**src/rtl/hazard_tracker.sv**
```systemverilog
// Pipeline hazard tracker: follows destination register and Tnew through E/M/W,
// resolves forwarding source and wait status for the D operands, and counts stall cycles.
module hazard_tracker (
  input  logic        clk,
  input  logic        reset_n,
  input  logic        stall,
  input  logic [4:0]  D_A3,
  input  logic [1:0]  D_Tnew,
  input  logic [4:0]  D_rs,
  input  logic [4:0]  D_rt,
  input  logic        stat_clr,
  output logic [4:0]  E_A3,
  output logic [4:0]  M_A3,
  output logic [4:0]  W_A3,
  output logic [1:0]  E_Tnew,
  output logic [1:0]  M_Tnew,
  output logic [1:0]  fwd_rs_sel,
  output logic [1:0]  fwd_rt_sel,
  output logic        rs_wait,
  output logic        rt_wait,
  output logic        hazard_pending,
  output logic [15:0] stall_cnt
);

  localparam logic [1:0] SEL_GRF = 2'd0;
  localparam logic [1:0] SEL_E   = 2'd1;
  localparam logic [1:0] SEL_M   = 2'd2;
  localparam logic [1:0] SEL_W   = 2'd3;

  logic [4:0]  e_a3_r;
  logic [4:0]  m_a3_r;
  logic [4:0]  w_a3_r;
  logic [1:0]  e_tnew_r;
  logic [1:0]  m_tnew_r;
  logic [15:0] stall_cnt_r;
  logic [2:0]  rs_res_s;
  logic [2:0]  rt_res_s;

  // Result is {wait, sel}; only the youngest stage naming the operand decides.
  function automatic logic [2:0] resolve(
    input logic [4:0] src,
    input logic [4:0] e_a3,
    input logic [1:0] e_tnew,
    input logic [4:0] m_a3,
    input logic [1:0] m_tnew,
    input logic [4:0] w_a3
  );
    logic [2:0] res;
    res = {1'b0, SEL_GRF};
    if (src == 5'd0) begin
      res = {1'b0, SEL_GRF};
    end else if (src == e_a3) begin
      res = (e_tnew == 2'd0) ? {1'b0, SEL_E} : {1'b1, SEL_GRF};
    end else if (src == m_a3) begin
      res = (m_tnew == 2'd0) ? {1'b0, SEL_M} : {1'b1, SEL_GRF};
    end else if (src == w_a3) begin
      res = {1'b0, SEL_W};
    end else begin
      res = {1'b0, SEL_GRF};
    end
    return res;
  endfunction

  // Stage registers; a stall drops a bubble into E while M and W keep draining.
  always_ff @(posedge clk or negedge reset_n) begin
    if (!reset_n) begin
      e_a3_r   <= 5'd0;
      e_tnew_r <= 2'd0;
      m_a3_r   <= 5'd0;
      m_tnew_r <= 2'd0;
      w_a3_r   <= 5'd0;
    end else begin
      if (stall) begin
        e_a3_r   <= 5'd0;
        e_tnew_r <= 2'd0;
      end else begin
        e_a3_r   <= D_A3;
        e_tnew_r <= (D_A3 == 5'd0) ? 2'd0 : D_Tnew;
      end
      m_a3_r   <= e_a3_r;
      m_tnew_r <= (e_tnew_r == 2'd0) ? 2'd0 : (e_tnew_r - 2'd1);
      w_a3_r   <= m_a3_r;
    end
  end

  // Saturating stall-cycle counter; clear wins over increment.
  always_ff @(posedge clk or negedge reset_n) begin
    if (!reset_n) begin
      stall_cnt_r <= 16'd0;
    end else if (stat_clr) begin
      stall_cnt_r <= 16'd0;
    end else if (stall && (stall_cnt_r != 16'hFFFF)) begin
      stall_cnt_r <= stall_cnt_r + 16'd1;
    end else begin
      stall_cnt_r <= stall_cnt_r;
    end
  end

  // Operand resolution is purely combinational so D sees it in the same cycle.
  always_comb begin
    rs_res_s = {1'b0, SEL_GRF};
    rt_res_s = {1'b0, SEL_GRF};
    rs_res_s = resolve(D_rs, e_a3_r, e_tnew_r, m_a3_r, m_tnew_r, w_a3_r);
    rt_res_s = resolve(D_rt, e_a3_r, e_tnew_r, m_a3_r, m_tnew_r, w_a3_r);
  end

  assign E_A3           = e_a3_r;
  assign M_A3           = m_a3_r;
  assign W_A3           = w_a3_r;
  assign E_Tnew         = e_tnew_r;
  assign M_Tnew         = m_tnew_r;
  assign stall_cnt      = stall_cnt_r;
  assign fwd_rs_sel     = rs_res_s[1:0];
  assign fwd_rt_sel     = rt_res_s[1:0];
  assign rs_wait        = rs_res_s[2];
  assign rt_wait        = rt_res_s[2];
  assign hazard_pending = rs_res_s[2] | rt_res_s[2];

endmodule
```
**config.mk**
```make
export PLATFORM = sky130hd
export DESIGN_NAME = hazard_tracker
export DESIGN_NICKNAME = d
export VERILOG_FILES = /design/src/rtl/hazard_tracker.sv
export SDC_FILE = /design/constraint.sdc
export NUM_CORES = 1
export LEC_CHECK = 0
export BUFFER_PORTS_ARGS = -buffer_cell sky130_fd_sc_hd__buf_2
export CORE_MARGIN = 2
export CORE_UTILIZATION = 54
export CTS_CLUSTER_DIAMETER = 100
export DETAILED_ROUTE_END_ITERATION = 10
export GPL_TIMING_DRIVEN = 0
export HOLD_SLACK_MARGIN = 0.02
export PLACE_DENSITY = 0.94
export SYNTH_ARGS = -nofsm -noshare
export SYNTH_HDL_FRONTEND = slang
export SYNTH_SLANG_ARGS = --single-unit
export TNS_END_PERCENT = 20
```
**constraint.sdc**
```tcl
create_clock -name clk -period 4.1 [get_ports clk]
set_clock_uncertainty 0.1 [all_clocks]
set_input_delay 1.23 -clock clk [delete_from_list [all_inputs] [get_ports clk]]
set_output_delay 1.23 -clock clk [all_outputs]
set_load 0.05 [all_outputs]
```
==> impl_metrics.yaml, run 1 <==
run_status:
  status: "complete, no violations"
global_route:
  track_usage_pct: 22.44
  antenna_found_initial: 0
  grt_pass1_vias: 1550
  grt_max_degree: 36
  overflow: 0
  grt_pass1_wl_mm: 7.093
synth:
  synth-simple-area-share_pct: 29.31
  synth.area.mux_share_pct: 1.049
  synth_ff_type: "dfrtp_1"
  syn_nets: 216
  synthTopCellsByArea: "dfrtp_1 (46%), xnor2_1 (13%), xor2_1 (5.0%)"
  netlist_area_um2: 1908
  ys_types: 36
  synth_compound_area_share_pct: 4.197
  ys_ff_latch: 35
  synthDominantCellAreaShare_pct: 45.90
  synth_edf_count: 0
  yosysTopAreaCell: "dfrtp_1"
  synthAdderAreaFrac_pct: 0.6557
  syn_inst: 194
  syn_area_per_cell_um2: 9.835
  synth_xor_area_share_pct: 17.90
  async_flop_share_pct: 100.0
  synth_warnings: 0
  ys_seq_area_share_pct: 45.90
  synth_top_family_by_area: "simple AND/OR/NAND/NOR gates"
critical_path:
  cp.required_ps: 2770
  r2r_cells: 6
  crit_start: "D_rt[1]"
  rr_endpoint: "stall_cnt[1]"
  path_class: "input pin to primary output"
  endpoint_kind: "primary output"
  r2r-start: "stall_cnt[0]"
  endpoint: "hazard_pending"
  cp.arrival_ps: 2700
  start_kind: "input pin"
  cp_max_fo: 4
  reg2reg_slack_ps: 2210
clock_network:
  clk_pin_slew_worst_paths_ps: 110
  cts_hold_buf: 0
  cts_tree: "built"
  cts_buffers: 5
  cts_max_path_buffers: 2
  postCtsSetupBuffers: 0
  cts_root_buf: "clkbuf_4"
  cts_sinks: 35
  htreeDepth: 2
  clock_latency_ps: 350
cells_and_area:
  syn2layout_area_growth_pct: 24.52
  final_cells: 309
  final_util_pct: 70.65
  layout-drive-gt1-share_pct: 29.28
  antenna_cells: 0
  nets: 284
timing:
  tightestPinTransition_ps: 761.4
  layout_setup_ws_ps: 72.46
  layout_min_cycle_time_ps: 4028
  rsz0062_at_grt: "false"
  setup_violations: 0
  relSlewSlack_pct: 49.24
  fmax_mhz: 248.3
  fin_crit_sh_pct: 98.23
  slew_viol_final: 0
  timing.final.hold_violations: 0
floorplan:
  die_h_um: 63.45
  start_util_pct: 56.73
  ioPinCount: 63
  die-area_um2: 4025
  num_rows: 21
  die_w_um: 63.45
  core_area_um2: 3363
power_and_ir_drop:
  clkPwrFrac_pct: 32.6
  vdd_drop_max_uv: 222.0
  pwr-share-comb_pct: 19.2
  swShare_pct: 30.85
  power.density_nw_per_um2: 323.6
  p_leak_uw: 0.001128
  p_sw_uw: 237.2
  pwr-share-seq_pct: 48.2
  power_uw: 768.9
  p_int_uw: 531.7
placement:
  dp_cells: 301
  portBuffers: 61
  place_ws_ps: 23.94
  gp_congestion: 0.8360
  hpwl_mm: 3.187
detailed_routing:
  drtPass1Iterations: 4
  vias: 1668
  drc: 0
  drt-met1-wl_mm: 1.868
  met2_wirelength_mm: 2.001
  routed.top_layer: "met4"
  drt-total-wl_mm: 4.183
  drtIter0Drc: 117
  routed_via_density: 5.398
  wl_met3_um: 252
  drt.antenna.violating_nets: 0
  wl_per_cell_um: 13.54
run:
  maxCapViolations: 0
worst_hold_path:
  min-delay-path-class: "flop to flop"
==> cell families after synthesis <==
family / Yosys count
compound gates: 13
buf+inv: 5
fa+ha+maj: 1
simple gates: 99
mux: 2
xor+xnor: 39
flops: 35
==> worst max-delay path, stage by stage <==
cell and delay, ps:
buf_2 140, or4_4 550, nor2_4 140, nor2_1 60
a31o_1 240, nand3b_4 150, buf_4 190
==> registers in the layout (all words and copies together), names as in the netlist <==
| signal | cells |
|---|---|
| E_Tnew | 2 |
| M_A3 | 5 |
| W_A3 | 5 |
| stall_cnt | 16 |
| E_A3 | 5 |
| M_Tnew | 2 |
==> through the flow <==
step	instance area (um2)	hold WS, ps	TNS, ps
6_report	2376	375.4	0
3_3_place_gp	2276	353.4	0
2_1_floorplan	1913	616.4	-194.4
3_5_place_dp	2276	354.8	0
4_1_cts	2357	374.3	0
5_1_grt	2376	394.9	0
==> worst min-delay path by stage <==
stage | startpoint | to | slack, ps | cells after the start
detailed placement | E_A3[4] | M_A3[4] | 350 | 0
floorplan | M_A3[2] | W_A3[2] | 620 | 0
global route | E_A3[4] | M_A3[4] | 390 | 0
finish | E_A3[4] | M_A3[4] | 380 | 0
CTS | E_A3[4] | M_A3[4] | 370 | 0
global placement | M_A3[2] | W_A3[2] | 350 | 0
==> power groups by stage <==
| stage | clock, uW | combinational [uW] | sequential, uW |
|---|---|---|---|
| floorplan | 0 | 60.3 | 416 |
| global placement | 0 | 144 | 377 |
| detailed placement | 0 | 147 | 377 |
| CTS | 255 | 147 | 371 |
| global route | 272 | 159 | 374 |
| finish | 250 | 148 | 371 |
==> cells in the final DEF, fill, tap and decap left out, drive strengths merged, types with 3 or more instances in the layout <==
master / instances
a21oi: 5
nand3b: 3
and3: 3
buf: 62
dfrtp: 35
xnor2: 28
nand2: 10
a211oi: 3
or3: 4
nor3: 17
nand3: 11
nor2b: 8
nand4: 6
xor2: 11
and2: 4
clkbuf: 7
nor2: 22
==> synthesized netlist by cell type (2+ instances only) <==
cell type / n
nand2_1: 10
xor2_1: 11
or3_1: 4
inv_1: 2
and2_1: 4
nor2_1: 21
nand3b_1: 2
and4_1: 2
xnor2_1: 28
o21ai_0: 2
a21oi_1: 5
and3_1: 3
clkbuf_1: 2
or4_1: 2
nor3_1: 17
nor2b_1: 8
nand4_1: 5
dfrtp_1: 35
nand3_1: 11
mux2i_1: 2
a211oi_1: 3
==> area by class of cell <==
class / instances / area, um2
clock inverter: 3 / 43.79
inverter: 2 / 7.507
multi-input combinational: 154 / 1032
clock buffer: 5 / 37.54
timing repair buffer: 61 / 310.3
fill: 271 / 987.2
sequential: 35 / 875.8
tap: 46 / 57.56
buffer: 3 / 11.26
==> metal layers <==
| metal | GRT usage, % | vias to the layer above |
|---|---|---|
| met5 | 0 | - |
| met4 | 8.152 | 0 |
| met3 | 4.286 | 7 |
| met2 | 37.37 | 64 |
| met1 | 29.14 | 786 |
| li1 | - | 811 |
==> what timing repair did <==
action	4_1_cts	5_1_grt
resized for setup	0	7
hold endpoints to repair	0	0
endpoints found under the setup margin	0	3
(Power assumes the default switching activity.)
==> inputs of run 2 (changes only) <==
--- a/config.mk
+++ b/config.mk
@@ -7,12 +7,13 @@
 export LEC_CHECK = 0
 export BUFFER_PORTS_ARGS = -buffer_cell sky130_fd_sc_hd__buf_2
 export CORE_MARGIN = 2
-export CORE_UTILIZATION = 54
+export CORE_UTILIZATION = 50
 export CTS_CLUSTER_DIAMETER = 100
 export DETAILED_ROUTE_END_ITERATION = 10
 export GPL_TIMING_DRIVEN = 0
 export HOLD_SLACK_MARGIN = 0.02
-export PLACE_DENSITY = 0.94
+export PLACE_DENSITY = 0.88
+export SETUP_SLACK_MARGIN = 0.02
 export SYNTH_ARGS = -nofsm -noshare
 export SYNTH_HDL_FRONTEND = slang
 export SYNTH_SLANG_ARGS = --single-unit
==> constraint.sdc (replaced) <==
create_clock -name clk -period 3.95 [get_ports clk]
set_clock_uncertainty 0.1 [all_clocks]
set_input_delay 1.185 -clock clk [delete_from_list [all_inputs] [get_ports clk]]
set_output_delay 1.185 -clock clk [all_outputs]
set_load 0.05 [all_outputs]
==> run 2 against run 1 <==
Sequential power grew 4%. Critical path depth is the same. Non-clock buffer count is the same. Largest cell class unchanged. Largest power group unchanged.
==> impl_metrics.yaml, run 2 (synthesis gave the netlist of run 1 again) <==
detailed_routing:
  drt-total-wl_mm: 4.316
  wl_per_cell_um: 13.88
  vias: 1682
  drc: 0
  drt.antenna.violating_nets: 0
  routed.top_layer: "met4"
  drtPass1Iterations: 4
  routed_via_density: 5.408
  drtIter0Drc: 86
  met2_wirelength_mm: 2.078
  drt-met1-wl_mm: 1.861
  wl_met3_um: 335
floorplan:
  die_h_um: 65.78
  die-area_um2: 4326
  die_w_um: 65.78
  start_util_pct: 52.12
  num_rows: 22
  ioPinCount: 63
  core_area_um2: 3661
global_route:
  grt_max_degree: 36
  antenna_found_initial: 0
  grt_pass1_vias: 1478
  grt_pass1_wl_mm: 6.989
  track_usage_pct: 21.42
  overflow: 0
clock_network:
  cts_max_path_buffers: 2
  htreeDepth: 2
  cts_sinks: 35
  cts_hold_buf: 0
  clock_latency_ps: 290
  cts_root_buf: "clkbuf_8"
  cts_buffers: 5
  clk_pin_slew_worst_paths_ps: 70
  cts_tree: "built"
  postCtsSetupBuffers: 0
power_and_ir_drop:
  power.density_nw_per_um2: 354.2
  vdd_drop_max_uv: 209.6
  pwr-share-seq_pct: 44.6
  p_sw_uw: 254.6
  clkPwrFrac_pct: 37.1
  p_leak_uw: 0.001146
  swShare_pct: 29.52
  p_int_uw: 607.8
  pwr-share-comb_pct: 18.3
timing:
  fmax_mhz: 255.3
  rsz0062_at_grt: "true"
  timing.final.hold_violations: 0
  setup_violations: 0
  fin_crit_sh_pct: 99.18
  fin_tns_setup_ps: 0
  layout_setup_ws_ps: 32.31
  slew_viol_final: 0
  relSlewSlack_pct: 49.67
  tightestPinTransition_ps: 754.9
  layout_min_cycle_time_ps: 3918
  hold_ws_ps: 368.6
critical_path:
  cp_max_fo: 4
  cp_cell_sequence: "buf_2 > or4_4 > nor2_4 > nor2_1 > a31o_1 > nand3b_4 > buf_6"
  cp.arrival_ps: 2630
  endpoint_kind: "primary output"
  cp.required_ps: 2660
  crit_slowest_cell: "or4_4"
  path_class: "input pin to primary output"
  critical-path-top-delay-family: "simple AND/OR/NAND/NOR gates"
  r2r_cells: 6
  start_kind: "input pin"
  max_stage_delay_ps: 560
  critPathBufInv: 2
  critical_path_depth: 7
cells_and_area:
  nets: 284
  final_cell_mix: "buf_2 (59), dfrtp_1 (35), xnor2_1 (28)"
  syn2layout_area_growth_pct: 27.61
  antenna_cells: 0
  fillers: 305
  largest_reg_flops: 16
  layout-drive-gt1-share_pct: 30.42
  final_common_cell: "buf_2"
run_status:
  status: "complete, no violations"
placement:
  portBuffers: 61
  gp_congestion: 0.8248
  place_ws_ps: -78.58
  hpwl_mm: 3.240
worst_hold_path:
  hold_path_depth: 0
  min-delay-path-class: "flop to flop"
run:
  maxCapViolations: 0
## run 2: timing repair
| action | in CTS | in global routing |
|---|---|---|
| endpoints found under the setup margin | 2 | 6 |
| pin swaps | 0 | 1 |
| gates resized for setup | 6 | 5 |
## run 2: worst paths after layout
kind                              start        endpoint  slack (ps)
setup / recovery                D_rt[1]  hazard_pending          30
hold / removal                  E_A3[4]         M_A3[4]         370
setup reg to reg           stall_cnt[0]    stall_cnt[1]        2110
hold reg to reg                 E_A3[4]         M_A3[4]         370
max in group asynchronous       reset_n         M_A3[0]        2400
min in group asynchronous       reset_n   stall_cnt[10]         870
## run 2: layout make-up
type	count	area, um2	area share (%)
repair buffers	61	317.8	13.05
clock buffers	5	68.82	2.826
inverters	2	7.507	0.3083
multi-input cells	154	1050	43.11
flip-flops and latches	35	875.8	35.97
clock inverters	3	43.79	1.799
well taps	48	60.06	2.467
plain buffers	3	11.26	0.4625
## run 2: power by group through the flow
stage	clock network, uW	logic [uW]	registers (uW)
after floorplan	0	62.6	432
after CTS	327	156	385
after detailed placement	0	154	392
after global placement	0	150	391
after global routing	350	170	386
final	320	157	385
## run 2: worst register-to-register path, cell delays in order (launching register included)
cell and delay, ps:
dfrtp_1 410, ha_1 260, nand4_1 160, nor4_4 310
nand2b_1 220, mux2i_1 210, nor2_1 60
## run 2: per-stage QoR
stage / std cells / utilization, % / cell area (um2) / power, uW
finish: 311 / 66.51 / 2435 / 862.5
global route: 311 / 66.51 / 2435 / 906.0
CTS: 311 / 65.89 / 2412 / 866.8
detailed placement: 303 / 62.24 / 2278 / 545.2
global placement: 303 / 62.24 / 2278 / 540.7
floorplan: 194 / - / 1913 / 494.3
## run 2: routing by layer
| metal | vias to the layer above | track usage, % |
|---|---|---|
| met5 | - | 0 |
| met4 | 0 | 5.729 |
| met3 | 5 | 6.474 |
| met2 | 67 | 35.23 |
| met1 | 799 | 27.50 |
| li1 | 811 | - |
